[config.mk]
export PLATFORM = sky130hd
export DESIGN_NAME = stage4_defast_dict_ctrl
export DESIGN_NICKNAME = d
export VERILOG_FILES = /design/src/rtl/stage4_defast_dict_ctrl.sv
export SDC_FILE = /design/constraint.sdc
export NUM_CORES = 1
export LEC_CHECK = 0
export CORE_ASPECT_RATIO = 0.6
export CORE_UTILIZATION = 50
export CTS_CLUSTER_SIZE = 14
export DETAILED_ROUTE_END_ITERATION = 7
export PLACE_DENSITY = 0.87
export SYNTH_ARGS = -nofsm -noshare
export SYNTH_HDL_FRONTEND = slang
export SYNTH_SLANG_ARGS = --single-unit
[constraint.sdc]
create_clock -name clk -period 5.4 [get_ports clk]
set_input_delay 0.54 -clock clk [delete_from_list [all_inputs] [get_ports clk]]
set_output_delay 0.54 -clock clk [all_outputs]
set_load 0.01 [all_outputs]
[src/rtl/stage4_defast_dict_ctrl.sv]
// -----------------------------------------------------------------------------
// stage4_defast_dict_ctrl
//
// Sequencing controller for the stage-4 FAST header de-copy path. A batch of
// up to three fast-encoded message heads is accepted in one handshake, and the
// present lanes are decoded strictly in order (1, 2, 3). Each lane is decoded
// against the PID/MC/MT copy dictionary as left by the previous lane. Decoded
// headers go out one lane per handshake toward stage 5.
//
// Ports:
//   clk, rst_n        clock, asynchronous active-low reset
//   in_valid/in_ready batch handshake (in_ready high only while idle)
//   in_mask           bit k-1 set = lane k present
//   in_msg_1..3       {pmap[15:0], b0, b1, b2}
//   dict_clr          return the dictionary to INIT values on the next edge
//   out_valid/ready   per-lane output handshake
//   out_lane          lane index 1..3 of the current output
//   out_hdr           decoded {PID, MC, MT}, zero for an illegal pmap
//   out_err           current lane's pmap was illegal
//   dict_pid/mc/mt    current dictionary contents
//   err_cnt           saturating count of illegal pmaps
// -----------------------------------------------------------------------------
module stage4_defast_dict_ctrl #(
  parameter int                 FIELD_W  = 8,
  parameter logic [FIELD_W-1:0] INIT_PID = 8'h11,
  parameter logic [FIELD_W-1:0] INIT_MC  = 8'h22,
  parameter logic [FIELD_W-1:0] INIT_MT  = 8'h33
) (
  input  logic                   clk,
  input  logic                   rst_n,
  input  logic                   in_valid,
  output logic                   in_ready,
  input  logic [2:0]             in_mask,
  input  logic [16+3*FIELD_W-1:0] in_msg_1,
  input  logic [16+3*FIELD_W-1:0] in_msg_2,
  input  logic [16+3*FIELD_W-1:0] in_msg_3,
  input  logic                   dict_clr,
  output logic                   out_valid,
  input  logic                   out_ready,
  output logic [1:0]             out_lane,
  output logic [3*FIELD_W-1:0]   out_hdr,
  output logic                   out_err,
  output logic [FIELD_W-1:0]     dict_pid,
  output logic [FIELD_W-1:0]     dict_mc,
  output logic [FIELD_W-1:0]     dict_mt,
  output logic [15:0]            err_cnt
);

  localparam int MSG_W = 16 + 3 * FIELD_W;

  typedef enum logic {IDLE, EMIT} state_t;

  state_t state_reg, state_next;

  logic [MSG_W-1:0]   in_msg_arr [3];
  logic [MSG_W-1:0]   msg_reg    [3];
  logic [2:0]         mask_reg;
  logic [1:0]         lane_reg;
  logic [3*FIELD_W-1:0] hdr_reg;
  logic               err_reg;
  logic [FIELD_W-1:0] dict_pid_reg, dict_mc_reg, dict_mt_reg;
  logic [15:0]        err_cnt_reg;

  logic               in_fire, out_fire, load;
  logic [2:0]         src_mask;
  logic [1:0]         search_after;
  logic [1:0]         next_lane;
  logic [MSG_W-1:0]   sel_msg;
  logic [15:0]        pmap;
  logic [FIELD_W-1:0] pay [3];
  logic               pmap_legal;
  logic               pid_new, mc_new;
  logic [1:0]         mc_idx, mt_idx;
  logic [FIELD_W-1:0] dec_pid, dec_mc, dec_mt;
  logic [3*FIELD_W-1:0] dec_hdr;
  logic               dec_err;

  assign in_msg_arr[0] = in_msg_1;
  assign in_msg_arr[1] = in_msg_2;
  assign in_msg_arr[2] = in_msg_3;

  assign in_ready  = (state_reg == IDLE);
  assign out_valid = (state_reg == EMIT);
  assign in_fire   = in_valid & in_ready;
  assign out_fire  = out_valid & out_ready;

  // While idle the first lane is picked straight from the input bus so it can
  // load on the acceptance edge; afterwards the captured copy is used.
  assign src_mask     = (state_reg == IDLE) ? in_mask : mask_reg;
  assign search_after = (state_reg == IDLE) ? 2'd0 : lane_reg;

  // Lowest present lane above the one currently shown (0 = none left).
  always_comb begin
    next_lane = 2'd0;
    for (int k = 3; k >= 1; k--) begin
      if (src_mask[k-1] && (2'(k) > search_after)) begin
        next_lane = 2'(k);
      end
    end
  end

  assign load = ((state_reg == IDLE) ? in_fire : out_fire) && (next_lane != 2'd0);

  always_comb begin
    sel_msg = '0;
    case (next_lane)
      2'd1:    sel_msg = (state_reg == IDLE) ? in_msg_arr[0] : msg_reg[0];
      2'd2:    sel_msg = (state_reg == IDLE) ? in_msg_arr[1] : msg_reg[1];
      2'd3:    sel_msg = (state_reg == IDLE) ? in_msg_arr[2] : msg_reg[2];
      default: sel_msg = '0;
    endcase
  end

  assign pmap = sel_msg[MSG_W-1 -: 16];

  // pay[0] = b0 (just below the pmap), pay[2] = b2.
  for (genvar gi = 0; gi < 3; gi++) begin : g_pay
    assign pay[gi] = sel_msg[(3-gi)*FIELD_W-1 -: FIELD_W];
  end

  assign pmap_legal = pmap[15] && (pmap[11:0] == 12'h000);

  // Present fields are packed from b0 upward, so each field's byte slot is
  // the number of present fields ahead of it.
  assign pid_new = ~pmap[14];
  assign mc_new  = ~pmap[13];
  assign mc_idx  = {1'b0, pid_new};
  assign mt_idx  = {1'b0, pid_new} + {1'b0, mc_new};

  assign dec_pid = pmap[14] ? dict_pid_reg : pay[0];
  assign dec_mc  = pmap[13] ? dict_mc_reg  : pay[mc_idx];
  assign dec_mt  = pmap[12] ? dict_mt_reg  : pay[mt_idx];
  assign dec_err = ~pmap_legal;
  assign dec_hdr = pmap_legal ? {dec_pid, dec_mc, dec_mt} : '0;

  always_comb begin
    state_next = state_reg;
    case (state_reg)
      IDLE: if (in_fire && (next_lane != 2'd0)) state_next = EMIT;
      EMIT: if (out_fire && (next_lane == 2'd0)) state_next = IDLE;
      default: state_next = IDLE;
    endcase
  end

  always_ff @(posedge clk or negedge rst_n) begin
    if (!rst_n) begin
      state_reg    <= IDLE;
      msg_reg      <= '{default: '0};
      mask_reg     <= '0;
      lane_reg     <= '0;
      hdr_reg      <= '0;
      err_reg      <= 1'b0;
      dict_pid_reg <= INIT_PID;
      dict_mc_reg  <= INIT_MC;
      dict_mt_reg  <= INIT_MT;
      err_cnt_reg  <= '0;
    end else begin
      state_reg <= state_next;
      if (in_fire) begin
        msg_reg  <= in_msg_arr;
        mask_reg <= in_mask;
      end
      if (load) begin
        lane_reg <= next_lane;
        hdr_reg  <= dec_hdr;
        err_reg  <= dec_err;
        if (dec_err && (err_cnt_reg != 16'hFFFF)) begin
          err_cnt_reg <= err_cnt_reg + 16'd1;
        end
      end
      // A clear on the same edge as a lane load wins for the dictionary; the
      // loaded lane has already been decoded against the old contents.
      if (dict_clr) begin
        dict_pid_reg <= INIT_PID;
        dict_mc_reg  <= INIT_MC;
        dict_mt_reg  <= INIT_MT;
      end else if (load && !dec_err) begin
        dict_pid_reg <= dec_pid;
        dict_mc_reg  <= dec_mc;
        dict_mt_reg  <= dec_mt;
      end
    end
  end

  assign out_lane = lane_reg;
  assign out_hdr  = hdr_reg;
  assign out_err  = err_reg;
  assign dict_pid = dict_pid_reg;
  assign dict_mc  = dict_mc_reg;
  assign dict_mt  = dict_mt_reg;
  assign err_cnt  = err_cnt_reg;

endmodule

==> flow_summary.json, run 1 <==
{
  "overflow": 0,
  "wl_per_cell_um": 22.8,
  "dp_hpwl_um": 22300,
  "ys_seq_area_share_pct": 49.2,
  "p_leak_uw": 0.00503,
  "end_kind": "flop",
  "setup_viol": 0,
  "mostFrequentLayoutCells": "clkdlybuf4s50_1 (195), dfrtp_1 (182), mux2_2 (113)",
  "hold_path.class": "input port to asynchronous set/reset pin",
  "diodes": 0,
  "drive_above_1_share_pct": 17.3,
  "max-vdd-ir-drop_uv": 413,
  "row_count": 39,
  "async_flop_share_pct": 100,
  "cts-root-buf": "clkbuf_16",
  "r2r_end": "out_hdr[4]$_DFFE_PN0P_",
  "slowest_stage": "dfrtp_1",
  "antenna_found_initial": 0,
  "track_usage_pct": 31.3,
  "ant_nets": 0,
  "r2r_cells": 12,
  "min_period_ns": 4.59,
  "yosysUniqueCellTypes": 77,
  "core_area_um2": 19000,
  "cts_tree": "done",
  "largest_reg_flops": 120,
  "r2r_setup_slack_ns": 0.81,
  "skew_ns": 0.00995,
  "tightest_slew_ns": 1.10,
  "gp_congestion": 0.983,
  "vias_per_cell": 6.47,
  "post_cts_buffers": 0,
  "num_io_pins": 197,
  "min_period_over_period_pct": 85.0,
  "clkTransAtPathRegs_ns": 0.07,
  "worst-path-buf-inv": 1,
  "final_cell_count_no_fill": 1337,
  "grt_pass1_vias": 8339,
  "drc": 0,
  "port_buffers": 196,
  "clockBufferDepth": 2,
  "synth_area_um2": 9740,
  "max-cap-violations": 0,
  "slowest_delay_ns": 0.65,
  "grt_pass1_wl_um": 47500,
  "status": "finished, final reports clean",
  "slew_violations": 0,
  "dieArea_um2": 20100,
  "layout_commonest_cell": "clkdlybuf4s50_1",
  "vias": 8650,
  "cp_cell_sequence": "nand3b_1 -> nand2_2 -> nor3_4 -> a21oi_1 -> nor2_4 -> inv_2 -> ha_1 -> nand2b_1 -> a31o_2 -> nor3_1 -> nor4_1 -> o21ai_0",
  "syn_nets": 1043,
  "power_density_nw_per_um2": 545,
  "whs_ns": 0.174,
  "cts_resized": 0,
  "crit_family": "simple AND/OR/NAND/NOR gates",
  "crit_type": "flop to flop",
  "first_iter_violations": 1097,
  "placed_cells": 1305,
  "wl_um": 30400,
  "synth_cells": 913,
  "cts_buffers": 17,
  "first_pass_iters": 6,
  "cp.arrival_ns": 4.86,
  "die_y_um": 110,
  "grt_setup_unrepaired": "false",
  "synthFlopType": "dfrtp_1",
  "max_freq_mhz": 218,
  "ctsHoldBuffers": 0,
  "grt_max_degree": 102,
  "avgSynthCellArea_um2": 10.7,
  "clock_sinks": 191,
  "nets": 1208,
  "maxSlewHeadroom_pct": 26.5,
  "crit_required_ns": 5.67,
  "cts_htree_levels": 4,
  "start_util_pct": 51.2,
  "die_x_um": 182,
  "tns_ns": 0,
  "start_kind": "flop",
  "area_growth_pct": 27.9,
  "synth_edf_count": 0,
  "finalHoldViolCount": 0,
  "yosys_warnings": 0,
  "r2r_start": "out_lane[1]$_DFFE_PN0P_",
  "cp_max_fo": 25,
  "worstSkewPairLatency_ns": 0.43,
  "synth_seq_cells": 191
}
==> power by group <==
part	switching, uW	total (uW)	internal, uW	leakage [uW]
sequential	365	2300	1930	0.00235
combinational	1880	3150	1270	0.00238
clock	590	1340	751	0.000290
total	2830	6790	3960	0.00503
==> layer usage <==
layer | vias to the layer above | wire [um] | track usage [%]
met4 | 2 | 486 | 7.08
li1 | 3781 | - | -
met3 | 49 | 3690 | 8.87
met5 | - | 63 | 2.50
met2 | 578 | 12500 | 44.7
met1 | 4240 | 13700 | 46.7
==> logic make-up (layout without fill, tap and decap cells) <==
logic type | count (synthesis) | after routing | share of synthesized area (%)
AOI/OAI and AO/OA | 251 | 251 | 17.6
xor gates and xnor gates | 15 | 15 | 1.35
adders and majority gates | 2 | 2 | 0.257
buffers and inverters | 90 | 268 | 4.02
DFF | 191 | 191 | 49.2
muxes | 133 | 133 | 15.1
and+or+nand+nor | 231 | 231 | 12.5
==> cell type report <==
type                    count  area (um^2)
clock buffers              18          439
clock inverters            14          180
fillers                  1472         6570
inverters                  24         90.1
multi-input cells         632         4570
flip-flops and latches    191         4790
well taps                 246          308
repair buffers            212         2090
==> synthesized netlist by cell type, types with 3 or more instances <==
library cell	n	area (um^2)
o21ai_1	9	45.0
a32o_1	4	40.0
inv_1	21	78.8
a221oi_1	9	78.8
a21oi_1	41	205
a221o_1	6	60.1
mux2i_1	20	200
buf_2	13	65.1
o21ai_0	75	375
buf_1	5	18.8
dfrtp_1	183	4580
a311o_1	3	30.0
buf_6	5	56.3
a21boi_0	5	37.5
a32oi_1	14	123
a31oi_1	8	50.1
o32ai_1	11	96.3
mux2_2	113	1270
dfstp_2	8	210
o221ai_1	3	26.3
nand3_1	25	125
a211oi_1	7	52.6
nor4bb_1	3	30.0
a311oi_1	5	43.8
nand2b_1	8	50.1
clkbuf_1	43	161
nor2b_1	5	31.3
o211ai_1	6	45.0
xnor2_1	14	123
and3b_1	4	35.0
nor2_1	43	161
and3_1	9	56.3
nand4_1	14	87.6
nor4_1	16	100
nor3_1	16	80.1
o41ai_1	4	35.0
o22ai_1	12	75.1
nand2_1	64	240
nor4b_1	3	26.3
o311ai_0	5	43.8
==> stage by stage <==
stage | total power [uW] | instance area, um^2 | setup WS [ns] | utilization (%)
global route | 7120 | 12500 | 0.522 | 65.5
CTS | 6680 | 12500 | 1.02 | 65.5
finish | 6790 | 12500 | 0.808 | 65.5
detailed placement | 5320 | 11800 | 0.868 | 62.2
floorplan | 4310 | 9740 | 2.05 | -
global placement | 5220 | 11800 | 1.14 | 62.2
==> how the worst max path moves through the flow <==
stage	cells after the start	endpoint	start	slack [ns]
after floorplan	15	out_hdr[2]$_DFFE_PN0P_	out_valid$_DFF_PN0_	2.05
after global placement	13	out_hdr[2]$_DFFE_PN0P_	in_mask[1]	1.14
after detailed placement	13	out_hdr[4]$_DFFE_PN0P_	in_mask[1]	0.87
after CTS	12	out_hdr[4]$_DFFE_PN0P_	out_lane[1]$_DFFE_PN0P_	1.02
after global routing	12	out_hdr[4]$_DFFE_PN0P_	out_lane[1]$_DFFE_PN0P_	0.52
final	12	out_hdr[4]$_DFFE_PN0P_	out_lane[1]$_DFFE_PN0P_	0.81
(Power assumes the default switching activity.)
==> run 2: changes to the inputs <==
CORE_ASPECT_RATIO = 1.1   (was 0.6)
==> run 2 against run 1 <==
  * Flip-flop and latch count is the same
  * First-iteration DRC count is 19% lower
  * Clock-buffer cell count grew 4
  * Worst setup slack improved by 0.43 ns
  * Sequential share of layout area fell by 0.054 points
  * Routed wire length is 5.2% lower
  * Clock power about the same
  * Sequential power hardly changed
  * Total power down 2.0%
  * Die area is essentially flat
  * Cell count is 0.30% higher
==> flow_summary.json, run 2 (same netlist as run 1, synthesis figures left out) <==
{
  "start_kind": "flop",
  "cp.arrival_ns": 4.50,
  "postLayoutCellArea_um2": 12500,
  "grt_max_degree": 98,
  "ctsHoldBuffers": 0,
  "core_area_um2": 19100,
  "max_freq_mhz": 240,
  "slowest_stage": "dfrtp_1",
  "r2r_end": "out_hdr[2]$_DFFE_PN0P_",
  "max-vdd-ir-drop_uv": 332,
  "skew_ns": 0.00695,
  "overflow": 0,
  "crit_type": "flop to flop",
  "vias_per_cell": 6.37,
  "track_usage_pct": 29.8,
  "cts_tree": "done",
  "gp_congestion": 1.00,
  "tightest_slew_ns": 1.01,
  "clock_sinks": 191,
  "min_period_ns": 4.16,
  "fillers": 1478,
  "layout_commonest_cell": "clkdlybuf4s50_1",
  "crit_required_ns": 5.74,
  "finalHoldViolCount": 0,
  "whs_ns": 0.167,
  "first_pass_iters": 6,
  "wl_per_cell_um": 21.5,
  "antenna_found_initial": 0,
  "multi_input_area_um2": 4570,
  "largest_reg_flops": 120,
  "row_count": 53,
  "slew_violations": 0,
  "wl_um": 28800,
  "hold_path.class": "input port to asynchronous set/reset pin",
  "vias": 8542,
  "cp_cell_sequence": "nand4bb_1 -> buf_4 -> nand2_1 -> nor3_4 -> a21oi_1 -> nor2_4 -> inv_2 -> ha_1 -> nand2b_1 -> a31o_2 -> nor4_1 -> nor3_1 -> o31ai_1",
  "num_io_pins": 197,
  "r2r_start": "out_lane[0]$_DFFE_PN0P_",
  "cts-root-buf": "clkbuf_16",
  "min_period_over_period_pct": 77.1,
  "dp_hpwl_um": 20900,
  "r2r_cells": 13,
  "ff_latch_area_um2": 4790,
  "start_util_pct": 51.0,
  "area_growth_pct": 28.1,
  "final_cell_count_no_fill": 1341,
  "nets": 1212,
  "p_leak_uw": 0.00505,
  "maxSlewHeadroom_pct": 32.6,
  "clockBufferDepth": 2,
  "mostFrequentLayoutCells": "clkdlybuf4s50_1 (195), dfrtp_1 (182), mux2_2 (113)",
  "placed_cells": 1310,
  "grt_pass1_wl_um": 45400,
  "ant_nets": 0,
  "max-cap-violations": 0,
  "drive_above_1_share_pct": 17.4,
  "r2r_setup_slack_ns": 1.24,
  "port_buffers": 196,
  "diodes": 0,
  "status": "finished, final reports clean",
  "placed_area_um2": 11900,
  "cts_buffers": 17,
  "post_cts_buffers": 0,
  "cts_htree_levels": 4,
  "slowest_delay_ns": 0.64,
  "first_iter_violations": 884,
  "end_kind": "flop",
  "tns_ns": 0,
  "grt_setup_unrepaired": "false",
  "die_y_um": 148,
  "die_x_um": 135,
  "cts_resized": 0,
  "cp_max_fo": 16,
  "drc": 0,
  "dieArea_um2": 20000,
  "clkTransAtPathRegs_ns": 0.07,
  "power_density_nw_per_um2": 533,
  "setup_viol": 0,
  "worstSkewPairLatency_ns": 0.44,
  "grt_pass1_vias": 8304
}
run 2: cell types whose count changed in the layout (fill, tap and decap cells not counted):
| cell | change |
|---|---|
| clkbuf_1 | +2 |
| clkinv_4 | +3 |
| inv_6 | -1 |
| buf_6 | +1 |
| buf_4 | +4 |
| clkinvlp_4 | -4 |
| inv_8 | -3 |
| clkbuf_8 | +1 |
run 2: critical path, delay by kind of cell (launching register included):
| family | cells | cell delay, ns |
|---|---|---|
| simple gates | 7 | 1.95 |
| fa+ha+maj | 1 | 0.44 |
| buf+inv | 2 | 0.34 |
| compound gates | 3 | 0.69 |
| flops | 1 | 0.64 |
run 2: area by class of cell:
class	count	area share (%)
clock buffers	22	3.80
clock inverters	9	1.07
inverters	24	0.722
multi-input cells	632	36.6
flip-flops and latches	191	38.4
well taps	247	2.48
repair buffers	216	16.9
run 2: how the worst max path moves through the flow:
stage / from / endpoint
after global routing: in_mask[1] / out_hdr[2]$_DFFE_PN0P_
after floorplan: out_valid$_DFF_PN0_ / out_hdr[2]$_DFFE_PN0P_
final: out_lane[0]$_DFFE_PN0P_ / out_hdr[2]$_DFFE_PN0P_
after global placement: in_mask[1] / out_hdr[2]$_DFFE_PN0P_
after CTS: in_mask[1] / dict_mt[2]$_DFFE_PN0P_
after detailed placement: in_mask[1] / out_hdr[2]$_DFFE_PN0P_
run 2: metrics by stage:
stage	setup slack (ns)	util, %	power [uW]
floorplan	2.05	-	4310
global placement	1.07	62.2	5200
detailed placement	0.919	62.2	5280
CTS	1.34	65.3	6590
global route	0.994	65.3	7010
finish	1.24	65.3	6660
run 2: report_power, final:
part / internal (uW) / switching [uW]
combinational: 1290 / 1790
sequential: 1930 / 335
clock: 764 / 543
run 2: routing by layer:
layer	track usage [%]	vias up	wire (um)	share of wire, %
met5	0	-	0	0
met4	12.9	0	982	3.4
met3	6.95	75	2770	9.6
met2	47.9	509	13900	48
met1	38.3	4169	11200	39
li1	-	3789	-	-
